--- config.mk ---
export PLATFORM = sky130hd
export DESIGN_NAME = tlb_inv_walker
export DESIGN_NICKNAME = d
export VERILOG_FILES = /design/src/rtl/tlb_inv_walker_pkg.sv /design/src/rtl/tools.sv /design/src/rtl/tlb_inv_walker.sv
export SDC_FILE = /design/constraint.sdc
export NUM_CORES = 1
export LEC_CHECK = 0
export CORE_UTILIZATION = 39
export DETAILED_ROUTE_END_ITERATION = 7
export PLACE_DENSITY = 0.76
export SYNTH_ARGS = -nofsm -noshare
export SYNTH_HDL_FRONTEND = slang
export SYNTH_SLANG_ARGS = --single-unit
export TNS_END_PERCENT = 10
--- constraint.sdc ---
create_clock -name clk -period 2.21 [get_ports clk]
set_input_delay 0.442 -clock clk [delete_from_list [all_inputs] [get_ports clk]]
set_output_delay 0.442 -clock clk [all_outputs]
set_load 0.01 [all_outputs]
--- src/rtl/tlb_inv_walker_pkg.sv ---
// tlb_inv_walker_pkg: INVTLB op codes, page sizes, walker states and the per-entry match rule.
package tlb_inv_walker_pkg;
  localparam logic [4:0] INV_ALL0   = 5'd0;
  localparam logic [4:0] INV_ALL1   = 5'd1;
  localparam logic [4:0] INV_G1     = 5'd2;
  localparam logic [4:0] INV_G0     = 5'd3;
  localparam logic [4:0] INV_ASID   = 5'd4;
  localparam logic [4:0] INV_ASIDVA = 5'd5;
  localparam logic [4:0] INV_GASVA  = 5'd6;
  localparam logic [5:0] PS_4K = 6'd12;
  localparam logic [5:0] PS_4M = 6'd21;
  localparam logic [1:0] ST_IDLE = 2'd0;
  localparam logic [1:0] ST_WALK = 2'd1;
  localparam logic [1:0] ST_DONE = 2'd2;

  // Entries with E=0 never match, so the clear count only reflects real clears.
  function automatic logic inv_match(
    input logic [4:0]  op,
    input logic [9:0]  asid,
    input logic [18:0] vppn,
    input logic        e,
    input logic        g,
    input logic [9:0]  e_asid,
    input logic [18:0] e_vppn,
    input logic [5:0]  e_ps
  );
    logic va, am;
    va = (e_ps == PS_4K) ? (vppn == e_vppn) : (vppn[18:9] == e_vppn[18:9]);
    am = (asid == e_asid);
    return e & ((op == INV_ALL0) | (op == INV_ALL1) |
                ((op == INV_G1) & g) |
                ((op == INV_G0) & !g) |
                ((op == INV_ASID) & !g & am) |
                ((op == INV_ASIDVA) & !g & am & va) |
                ((op == INV_GASVA) & (g | am) & va));
  endfunction
endpackage

--- src/rtl/tools.sv ---
// decoder_4_16: binary index to one-hot decoder.
module decoder_4_16 (
  input  logic [3:0]  i_idx,
  output logic [15:0] o_dec
);
  assign o_dec = 16'd1 << i_idx;
endmodule

--- src/rtl/tlb_inv_walker.sv ---
// tlb_inv_walker: sequential INVTLB engine that walks every TLB entry and
// drives a one-hot clear-enable for each entry matching the latched command.
module tlb_inv_walker
  import tlb_inv_walker_pkg::*;
#(
  parameter int TLBNUM = 16,
  parameter int IDX_W  = 4
) (
  input  logic              clk,
  input  logic              resetn,
  input  logic              cmd_valid,
  output logic              cmd_ready,
  input  logic [4:0]        cmd_op,
  input  logic [9:0]        cmd_asid,
  input  logic [18:0]       cmd_vppn,
  output logic [IDX_W-1:0]  rd_idx,
  input  logic              rd_e,
  input  logic              rd_g,
  input  logic [9:0]        rd_asid,
  input  logic [18:0]       rd_vppn,
  input  logic [5:0]        rd_ps,
  output logic [TLBNUM-1:0] inv_en,
  output logic              busy,
  output logic              done,
  output logic              err,
  output logic [IDX_W:0]    inv_cnt
);
  logic [1:0]        r_state;
  logic [IDX_W-1:0]  r_idx;
  logic [4:0]        r_op;
  logic [9:0]        r_asid;
  logic [18:0]       r_vppn;
  logic [IDX_W:0]    r_cnt;
  logic              r_err;
  logic              w_match;
  logic [TLBNUM-1:0] w_dec;

  decoder_4_16 u_dec (
    .i_idx (r_idx),
    .o_dec (w_dec)
  );

  assign w_match   = (r_state == ST_WALK) &
                     inv_match(r_op, r_asid, r_vppn, rd_e, rd_g, rd_asid, rd_vppn, rd_ps);
  assign inv_en    = w_match ? w_dec : '0;
  assign cmd_ready = (r_state == ST_IDLE);
  assign busy      = (r_state == ST_WALK);
  assign done      = (r_state == ST_DONE);
  assign err       = done & r_err;
  assign inv_cnt   = r_cnt;
  assign rd_idx    = r_idx;

  always_ff @(posedge clk or negedge resetn) begin
    if (!resetn) begin
      r_state <= ST_IDLE;
      r_idx   <= '0;
      r_op    <= '0;
      r_asid  <= '0;
      r_vppn  <= '0;
      r_cnt   <= '0;
      r_err   <= 1'b0;
    end else if (r_state == ST_IDLE) begin
      if (cmd_valid) begin
        r_op    <= cmd_op;
        r_asid  <= cmd_asid;
        r_vppn  <= cmd_vppn;
        r_cnt   <= '0;
        r_idx   <= '0;
        r_err   <= (cmd_op > INV_GASVA);
        r_state <= (cmd_op > INV_GASVA) ? ST_DONE : ST_WALK;
      end
    end else if (r_state == ST_WALK) begin
      r_cnt <= r_cnt + (IDX_W+1)'(w_match);
      r_idx <= r_idx + 1'b1;
      if (r_idx == IDX_W'(TLBNUM-1)) r_state <= ST_DONE;
    end else begin
      r_state <= ST_IDLE;
    end
  end
endmodule

==> metrics.cfg <==
[outcome]
outcome = finished with violations
violations = negative setup slack

[grt]
grt_pass1_vias = 2287
grt_max_degree = 34
met2_usage_pct = 31.2
grt_util_all_layers_pct = 18.9
use_met3_pct = 4.87
gr-total-overflow = 0
grt_pass1_wl_um = 10600
antenna_found_initial = 0
use_met1_pct = 23.9
gr-max-usage-layer = met2

[synth]
ys_ff_latch = 46
yosysSeqAreaShare_pct = 44.7
synth_top_family_by_area = multiplexers
synth_compound_area_share_pct = 8.64
synth_xor_area_share_pct = 11.6
ys_types = 38
syn_nets = 313
synth_area_mm2 = 0.00258
synth_simple_gate_area_share_pct = 13.4
synth_cells = 231
synthAdderAreaFrac_pct = 3.88
synthMuxAreaShare_pct = 14.9
synth_warnings = 0
syn_avg_cell_area_um2 = 11.2

[floorplanning]
die_y_um = 83.3
rows = 29
coreArea_mm2 = 0.00635
dieArea_mm2 = 0.00694
start_util_pct = 40.6
io_pins = 103
die_w_um = 83.3

[critical_path]
cp_data_required_time_ns = 1.77
slowest_delay_ns = 0.42
crit_fanout = 7
cp_cell_sequence = clkdlybuf4s50_1, xor2_1, nor4_4, a21oi_1, buf_6, a211oi_1, clkdlybuf4s15_2
critPathBufInv = 3
cp_slowest_cell = clkdlybuf4s50_1
critical_path_class = primary input to primary output
cp-start-kind = primary input
end_kind = primary output
crit_arrival_ns = 2.18
crit_family = buffers and inverters

[route]
ant_nets = 0
wirelength_um = 6100
via_per_inst = 4.96
drc = 0
dr.pass1.iters = 4
num_vias = 2172
first_iter_violations = 89
wl_per_cell_um = 13.9

[timing]
setup_violations = 21
layout_setup_ws_ns = -0.415
rsz0062_at_grt = yes
hold_viol = 0
fmax_ghz = 0.381
worst_pin_slew_ns = 0.520
maxSlewViolCount = 0
fin_skew_ns = 0.00696
fin_crit_sh_pct = 119
relSlewSlack_pct = 65.1
holdWs_ns = 0.0802
final.setup.tns_ns = -7.09
period_needed_ns = 2.63

[clocking]
cts_root_buffer = clkbuf_8
cts.sinks = 46
clock_latency_ns = 0.29
cts_buffers = 5
cts_tree = yes
cts_buffer_depth = 2
htreeDepth = 2
cts.reportedPaths.clkPinSlew_ns = 0.08

[placed_design]
portBuffers = 102
dp_slack_ns = -0.965
hpwl_um = 4690
place.gp.congestion = 0.811
place_area_mm2 = 0.00384

[layout]
fin_nets = 443
diodes = 0
post-route-util_pct = 64.1
fin_area_mm2 = 0.00407
final_common_cell = clkdlybuf4s50_1
layout.cells.most_common_list = 58 x clkdlybuf4s50_1, 46 x dfrtp_1, 34 x mux2_2
drive_gt1_share_pct = 31.6
area_growth_pct = 57.9

[pwr]
ir_worst_vdd_uv = 418
seqPwrFrac_pct = 40.0
combinationalPowerShare_pct = 41.5
power.internal_mw = 2.34
clock_power_share_pct = 18.5
swShare_pct = 31.3
power.switching_mw = 1.06
p_per_area_mw_per_mm2 = 836
cellLeakagePower_nw = 1.67

[min_path]
hold_class = primary input to asynchronous set/reset pin

[job]
maxCapViolations = 0

[through the flow]
step | instances | power, mW
finish | 438 | 3.40
CTS | 437 | 3.41
detailed placement | 423 | 2.72
global placement | 423 | 2.67
global route | 438 | 3.65
floorplan | 231 | 2.17
[synth_stat cells]
cell type	number	area [um2]
xnor2_1	26	228
nor4_1	1	6.26
nor3b_1	3	22.5
nor3_1	1	5.00
buf_2	4	20.0
o21ai_0	4	20.0
or3_1	2	12.5
a211oi_1	2	15.0
dfrtp_1	46	1150
nor2_1	11	41.3
buf_6	1	11.3
o221ai_2	1	15.0
xor2_1	8	70.1
a21boi_0	2	15.0
or4_1	1	7.51
buf_4	1	7.51
ha_1	8	100
nor2b_1	1	6.26
nor4_2	2	25.0
a2111oi_1	1	10.0
nand3_1	9	45.0
o31ai_1	1	7.51
nand4_1	11	68.8
nand2b_1	1	6.26
nand2_1	12	45.0
a311oi_1	1	8.76
mux2_2	34	383
buf_1	1	3.75
nand4b_1	2	17.5
or2_2	2	12.5
inv_1	5	18.8
o22ai_1	1	6.26
and2_1	2	12.5
o21a_1	1	7.51
clkbuf_1	4	15.0
a21oi_1	6	30.0
a21oi_2	10	87.6
and3_1	2	12.5
[state kept, by name, summed over array words and instances, names as in the netlist]
| register | flops |
|---|---|
| inv_cnt | 5 |
| r_asid | 10 |
| r_err | 1 |
| r_op | 5 |
| r_state | 2 |
| r_vppn | 19 |
| rd_idx | 4 |
[path summary, 6_finish.rpt]
kind	depth (start not counted)	startpoint	to	slack [ns]
worst max-delay path	7	rd_asid[3]	inv_en[5]	-0.42
worst min-delay path	1	resetn	r_vppn[17]	0.08
worst max register to register	14	r_op[0]	inv_cnt[4]	-0.32
worst min register to register	1	r_err	r_err	0.49
max in group asynchronous	2	resetn	r_vppn[7]	1.63
min in group clk	1	r_err	r_err	0.49
[cell type report]
cell class	instances	area (um2)
fill	532	2280
multi-input combinational	169	1450
inverter	5	18.8
tap	77	96.3
clock inverter	1	30.0
sequential	46	1150
clock buffer	6	82.6
timing repair buffer	134	1240
[cell families (layout without fill, tap and decap cells)]
group	after synthesis	in the layout
AO/OA/AOI/OAI	30	30
XOR/XNOR	34	34
adder cells (fa/ha/maj)	8	8
buffers and inverters	16	146
flip-flops	46	46
multiplexers	34	34
AND/OR/NAND/NOR	63	63
[power by group through the flow]
stage	logic (mW)	clock network [mW]	registers, mW
2_1_floorplan	0.812	0	1.36
3_3_place_gp	1.31	0	1.36
3_5_place_dp	1.34	0	1.38
4_1_cts	1.40	0.646	1.36
5_1_grt	1.56	0.686	1.40
6_report	1.41	0.628	1.36
[layer usage]
metal | vias up | share of wire, %
li1 | 1070 | -
met5 | - | 0
met3 | 11 | 6.1
met4 | 0 | 1.9
met1 | 1022 | 43
met2 | 69 | 49
[what timing repair did]
item,CTS,global route
gates cloned,1,0
hold buffers,0,0
pin swaps,38,14
gates resized for setup,103,8
buffers inserted,6,1
endpoints found under the setup margin,22,21
No activity file was read; power rests on OpenSTA's default activity.
